`config.mk`:
```
export PLATFORM = sky130hd
export DESIGN_NAME = dco_freq_meter
export DESIGN_NICKNAME = d
export VERILOG_FILES = /design/src/rtl/dco_freq_meter.sv
export SDC_FILE = /design/constraint.sdc
export NUM_CORES = 1
export LEC_CHECK = 0
export BUFFER_PORTS_ARGS = -buffer_cell sky130_fd_sc_hd__buf_2
export CELL_PAD_IN_SITES_DETAIL_PLACEMENT = 2
export CELL_PAD_IN_SITES_GLOBAL_PLACEMENT = 2
export CORE_MARGIN = 1
export CORE_UTILIZATION = 38
export CTS_CLUSTER_SIZE = 16
export DETAILED_ROUTE_END_ITERATION = 12
export MAX_ROUTING_LAYER = met4
export PLACE_DENSITY_LB_ADDON = 0.1
export RECOVER_POWER = 25
export SLEW_MARGIN = 20
export SYNTH_ARGS = -nofsm -noshare
export SYNTH_HDL_FRONTEND = slang
export SYNTH_SLANG_ARGS = --single-unit
```
`constraint.sdc`:
```
create_clock -name clk -period 2.7 [get_ports clk]
set_input_delay 0.405 -clock clk [delete_from_list [all_inputs] [get_ports clk]]
set_output_delay 0.405 -clock clk [all_outputs]
set_load 0.02 [all_outputs]
```
`src/rtl/dco_freq_meter.sv`:
```
// DCO frequency meter: measures the half-period of a square wave coming from a
// DCO and recovers its control code. Edges are counted in clk cycles. Repeated
// identical measurements declare lock, and a silent input raises no_signal.
module dco_freq_meter #(
  parameter int CNT_W    = 8,
  parameter int LOCK_CNT = 4,
  parameter int TIMEOUT  = 255
) (
  input  logic       clk,
  input  logic       rst_n,
  input  logic       ena,
  input  logic       sig_in,
  output logic [7:0] code,
  output logic       code_valid,
  output logic       locked,
  output logic       no_signal,
  output logic       err,
  output logic [1:0] state_dbg
);

  typedef enum logic [1:0] {
    IDLE   = 2'd0,
    TRACK  = 2'd1,
    LOCKED = 2'd2
  } state_t;

  localparam int              MW       = $clog2(LOCK_CNT + 1);
  localparam logic [CNT_W-1:0] CNT_MAX = '1;
  localparam logic [CNT_W-1:0] TO_VAL  = CNT_W'(TIMEOUT);
  localparam logic [CNT_W-1:0] LEN_DEF = CNT_W'(51);
  localparam logic [MW-1:0]    LOCK_V  = MW'(LOCK_CNT);

  state_t           state;
  logic             sync1, sync2, prev;
  logic             edge_p;
  logic [CNT_W-1:0] cnt;
  logic [CNT_W-1:0] prev_len;
  logic [MW-1:0]    match_cnt;
  logic [MW-1:0]    match_next;
  logic             len_legal;
  logic [7:0]       len_code;

  // Any transition of the synchronized input is one edge pulse.
  assign edge_p    = sync2 ^ prev;
  assign state_dbg = state;

  // Map the length of the half-period that just ended to a DCO code.
  // Lengths 4..11 select one code bit and 51 is the default (all-zero) rate.
  always_comb begin
    len_legal = 1'b0;
    len_code  = 8'h00;
    for (int i = 0; i < 8; i++) begin
      if (cnt == CNT_W'(i + 4)) begin
        len_legal = 1'b1;
        len_code  = 8'(1 << i);
      end
    end
    if (cnt == LEN_DEF) begin
      len_legal = 1'b1;
      len_code  = 8'h00;
    end
  end

  // Run length of identical legal measurements, including the one completing now.
  always_comb begin
    if (cnt == prev_len) begin
      match_next = (match_cnt >= LOCK_V) ? LOCK_V : match_cnt + MW'(1);
    end else begin
      match_next = MW'(1);
    end
  end

  // Synchronizer, half-period counter, and the measurement FSM with its outputs.
  always_ff @(posedge clk or negedge rst_n) begin
    if (!rst_n) begin
      sync1      <= 1'b0;
      sync2      <= 1'b0;
      prev       <= 1'b0;
      cnt        <= '0;
      prev_len   <= '0;
      match_cnt  <= '0;
      state      <= IDLE;
      code       <= 8'h00;
      code_valid <= 1'b0;
      locked     <= 1'b0;
      no_signal  <= 1'b0;
      err        <= 1'b0;
    end else begin
      sync1 <= sig_in;
      sync2 <= sync1;
      prev  <= sync2;
      err   <= 1'b0;
      if (!ena) begin
        // Disabled: forget the measurement and keep code / no_signal as they are.
        state      <= IDLE;
        cnt        <= '0;
        match_cnt  <= '0;
        locked     <= 1'b0;
        code_valid <= 1'b0;
      end else begin
        if (edge_p) begin
          cnt <= CNT_W'(1);
        end else if (cnt != CNT_MAX) begin
          cnt <= cnt + CNT_W'(1);
        end
        case (state)
          IDLE: begin
            // The first edge only starts the count; no measurement exists yet.
            if (edge_p) begin
              state     <= TRACK;
              no_signal <= 1'b0;
            end
          end
          TRACK, LOCKED: begin
            // An edge wins over a timeout that lands in the same cycle.
            if (edge_p) begin
              if (len_legal) begin
                code       <= len_code;
                code_valid <= 1'b1;
                prev_len   <= cnt;
                match_cnt  <= match_next;
                if (match_next == LOCK_V) begin
                  state  <= LOCKED;
                  locked <= 1'b1;
                end else begin
                  state  <= TRACK;
                  locked <= 1'b0;
                end
              end else begin
                err        <= 1'b1;
                code_valid <= 1'b0;
                match_cnt  <= '0;
                state      <= TRACK;
                locked     <= 1'b0;
              end
            end else if (cnt == TO_VAL) begin
              state      <= IDLE;
              no_signal  <= 1'b1;
              code_valid <= 1'b0;
              locked     <= 1'b0;
              match_cnt  <= '0;
            end
          end
          default: state <= IDLE;
        endcase
      end
    end
  end

endmodule
```
==> metrics.md <==
| Metric | Value |
|---|---|
| Status | `finished with violations` |
| Violated checks | `capacitance limit, slew limit` |
| #FFs+latches synth | `36` |
| # IOs | `18` |
| Register area share after synthesis | `48.10%` |
| Post-CTS setup buffers | `0` |
| # port buffers | `17` |
| DR vias/cell | `5.142` |
| Die height | `72.21 um` |
| Worst EP required | `2.90 ns` |
| CP Buf/Inv Count | `1` |
| Fin. max-slew vios | `37` |
| Worst Setup Start Kind | `flip-flop` |
| Core footprint | `0.004723 mm2` |
| Vias in the first global route | `1,498` |
| Antenna viol nets, final | `0` |
| FMAX | `411.1 MHz` |
| CP max-delay cell | `or4_1` |
| Unrepaired setup endpoints after global routing | `no` |
| Initial DRC count | `65` |
| Via count | `1,373` |
| Worst stage delay on the critical path | `0.64 ns` |
| R2r startpoint | `cnt[6]` |
| Setup violations, final | `0` |
| GRT Resource Usage Total | `20.54%` |
| Hold worst-path end | `sync1` |
| Critical path's top delay family | `simple AND/OR/NAND/NOR gates` |
| Share of cells above drive strength 1 | `17.50%` |
| Num CTS Buffers | `5` |
| Die width | `72.21 um` |
| Post-CTS Hold Fix Bufs | `0` |
| Syn avg cell area | `10.58 um2` |
| Largest net degree at the start of global routing | `37` |
| Pwr dens | `498.3 mW/mm2` |
| Slew headroom | `-32.61%` |
| Maximum vdd ir drop | `0.1818 mV` |
| Max Clock Skew | `0.005823 ns` |
| R2R setup slack | `0.27 ns` |
| GP Congestion | `0.7780` |
| Initial antenna violation count | `0` |
| Met2 usage | `34.58%` |
| Antenna Cells | `0` |
| Setup TNS | `0 ns` |
| CTS clk-pin slew, worst paths | `0.07 ns` |
| Worst-margin pin slew | `1.989 ns` |
| Per-cell routed wire length | `16.88 um` |
| Clock root buffer | `clkbuf_8` |
| DRC | `0` |
| Post-Syn Area | `0.001873 mm2` |
| Placed Instances | `260` |
| Clock Sinks | `36` |
| Final Util | `45.17%` |
| Cells along the critical path | `or4_1 > nor2_2 > a211oi_2 > a21oi_4 > buf_4 > mux2i_1` |
| Min-Delay Path Depth | `1` |
| Worst R2R Path Depth | `6` |
| Nets | `212` |
| Router iterations before antenna repair | `4` |
| Total die area | `0.005214 mm2` |
| Clock Latency Late Sink | `0.28 ns` |
| Global-route wire length before repair | `7810 um` |
| FP Rows | `25` |
| Max-Cap Viols | `1` |
| Hold_sp | `sig_in` |
| Crit Reg-Reg Endpoint | `code[5]` |
| Met1 Track Usage GR | `24.98%` |
| Top Usage Layer GRT | `met2` |
| CP endpoint kind | `flip-flop` |
| Leakage | `1.067 nW` |
| Final WL | `4507 um` |
| TritonCTS clock tree | `built` |
| Final Hold Viols | `0` |
| Fin crit share | `90.09%` |
| PostCTS Resize Cnt | `0` |
| Worst Path Class, Setup | `reg2reg` |
| Syn_nets | `189` |
| Area Overhead vs Synth | `13.89%` |
| CTS Buffer Depth | `2` |
| Min Tclk post-route | `2.432 ns` |
| Yosys cell types | `43` |
| Post-synth EDFFs | `0` |
| Grt met3 use | `4.167%` |
| DP Wirelength | `3395 um` |
| Final Non-Filler Cells | `267` |
| Worst EP arrival | `2.63 ns` |
| Crit path launch | `cnt[6]` |
| Htree depth | `2` |
| Synth warn | `0` |
| Power Total | `1.063 mW` |
| Critical Path Fanout Max | `15` |
| Syn Inst Count | `177` |
| HP Class | `in2reg` |
| Top_reg_cell synth | `dfrtp_1` |
| Initial Util | `39.66%` |
| Global route total overflow | `0` |
| Ys async rst share | `100.0%` |
-- worst register-to-register path, cell delays in order (launching register included) --
cell and delay [ns]:
dfrtp_1 0.44, or4_1 0.64, nor2_2 0.25, a211oi_2 0.13
a21oi_4 0.45, buf_4 0.24, mux2i_1 0.21
-- synthesized netlist by cell type, types with 3 or more instances --
master    count  area [um2]
a21oi_1       3       15.01
a31oi_1       3       18.77
and3_1        5       31.28
buf_2         3       15.01
clkbuf_1      5       18.77
dfrtp_1      36       900.9
ha_1          8       100.1
inv_1        16       60.06
mux2_1        8       90.09
mux2i_1       6       60.06
nand2_1       9       33.78
nand3_1       9       45.04
nor2_1       11       41.29
nor4_1        3       18.77
o211ai_1      3       22.52
xor2_1       10       87.58
-- layout by cell type, fill, tap and decap left out, drive strengths merged, types with 2 or more instances in the layout --
cell    netlist  routed
a22o          2       2
dfrtp        36      36
nor4          3       3
clkbuf        5       7
ha            8       8
a32o          2       2
or4           2       2
nand3         9       9
nor2b         2       2
a21oi         4       4
nand2         9       9
a31oi         3       3
and3          5       5
buf           4      24
a211oi        2       2
xor2         10      10
nand2b        2       2
nand4         2       2
nor4b         2       2
nor2         12      12
mux2i         6       6
a21boi        2       2
xnor2         2       2
mux2          8       8
nor3          3       3
o21ai         3       3
o211ai        3       3
inv          16      16
o31ai         2       2
-- final cells by class --
cell class / instances / area, um2
well taps: 67 / 83.83
inverters: 16 / 60.06
repair buffers: 25 / 143.9
flip-flops and latches: 36 / 900.9
clock buffers: 6 / 72.57
fillers: 496 / 2590
multi-input cells: 116 / 867.1
clock inverters: 1 / 5.005
-- worst max-delay path by stage --
stage                              end  slack [ns]  cells past startpoint
final                          code[5]        0.27                      6
after global routing      match_cnt[2]        0.06                      6
after CTS                      code[5]        0.20                      6
after detailed placement       code[5]        0.23                      6
after global placement     prev_len[4]        0.38                      5
after floorplan            prev_len[3]        0.48                      7
-- kinds of logic (layout without fill, tap and decap cells) --
group                    count (synthesis)  in the layout  synth area share (%)
AND/OR/NAND/NOR                         54             54                 15.43
flip-flops                              36             36                 48.10
AO/OA/AOI/OAI                           28             28                 11.89
buffers and inverters                   25             48                 5.611
multiplexers                            14             14                 8.016
XOR/XNOR                                12             12                 5.611
adder cells (fa/ha/maj)                  8              8                 5.344
-- state kept, by name, indices dropped and copies added (netlist names) --
signal      flops
cnt             8
code            8
code_valid      1
err             1
locked          1
match_cnt       3
no_signal       1
prev            1
prev_len        8
state_dbg       2
sync1           1
sync2           1
-- routing by layer --
metal	part of all wire, %	vias up
met5	0	-
met2	52	17
met3	2.3	4
met1	45	694
met4	1.1	0
li1	-	658
-- power breakdown --
part	switching [mW]	internal [mW]	total (mW)
sequential	0.0166	0.558	0.575
combinational	0.0881	0.0437	0.132
clock	0.181	0.175	0.356
total	0.286	0.777	1.06
-- through the flow --
stage	area, um2	setup WS (ns)	hold slack, ns
finish	2133	0.2676	0.2325
floorplan	1873	0.4843	0.1094
global route	2133	0.05987	0.2201
CTS	2135	0.2004	0.2234
detailed placement	2057	0.2291	0.3583
global placement	2057	0.3758	0.3429
Power figures use the tool's default switching activity.
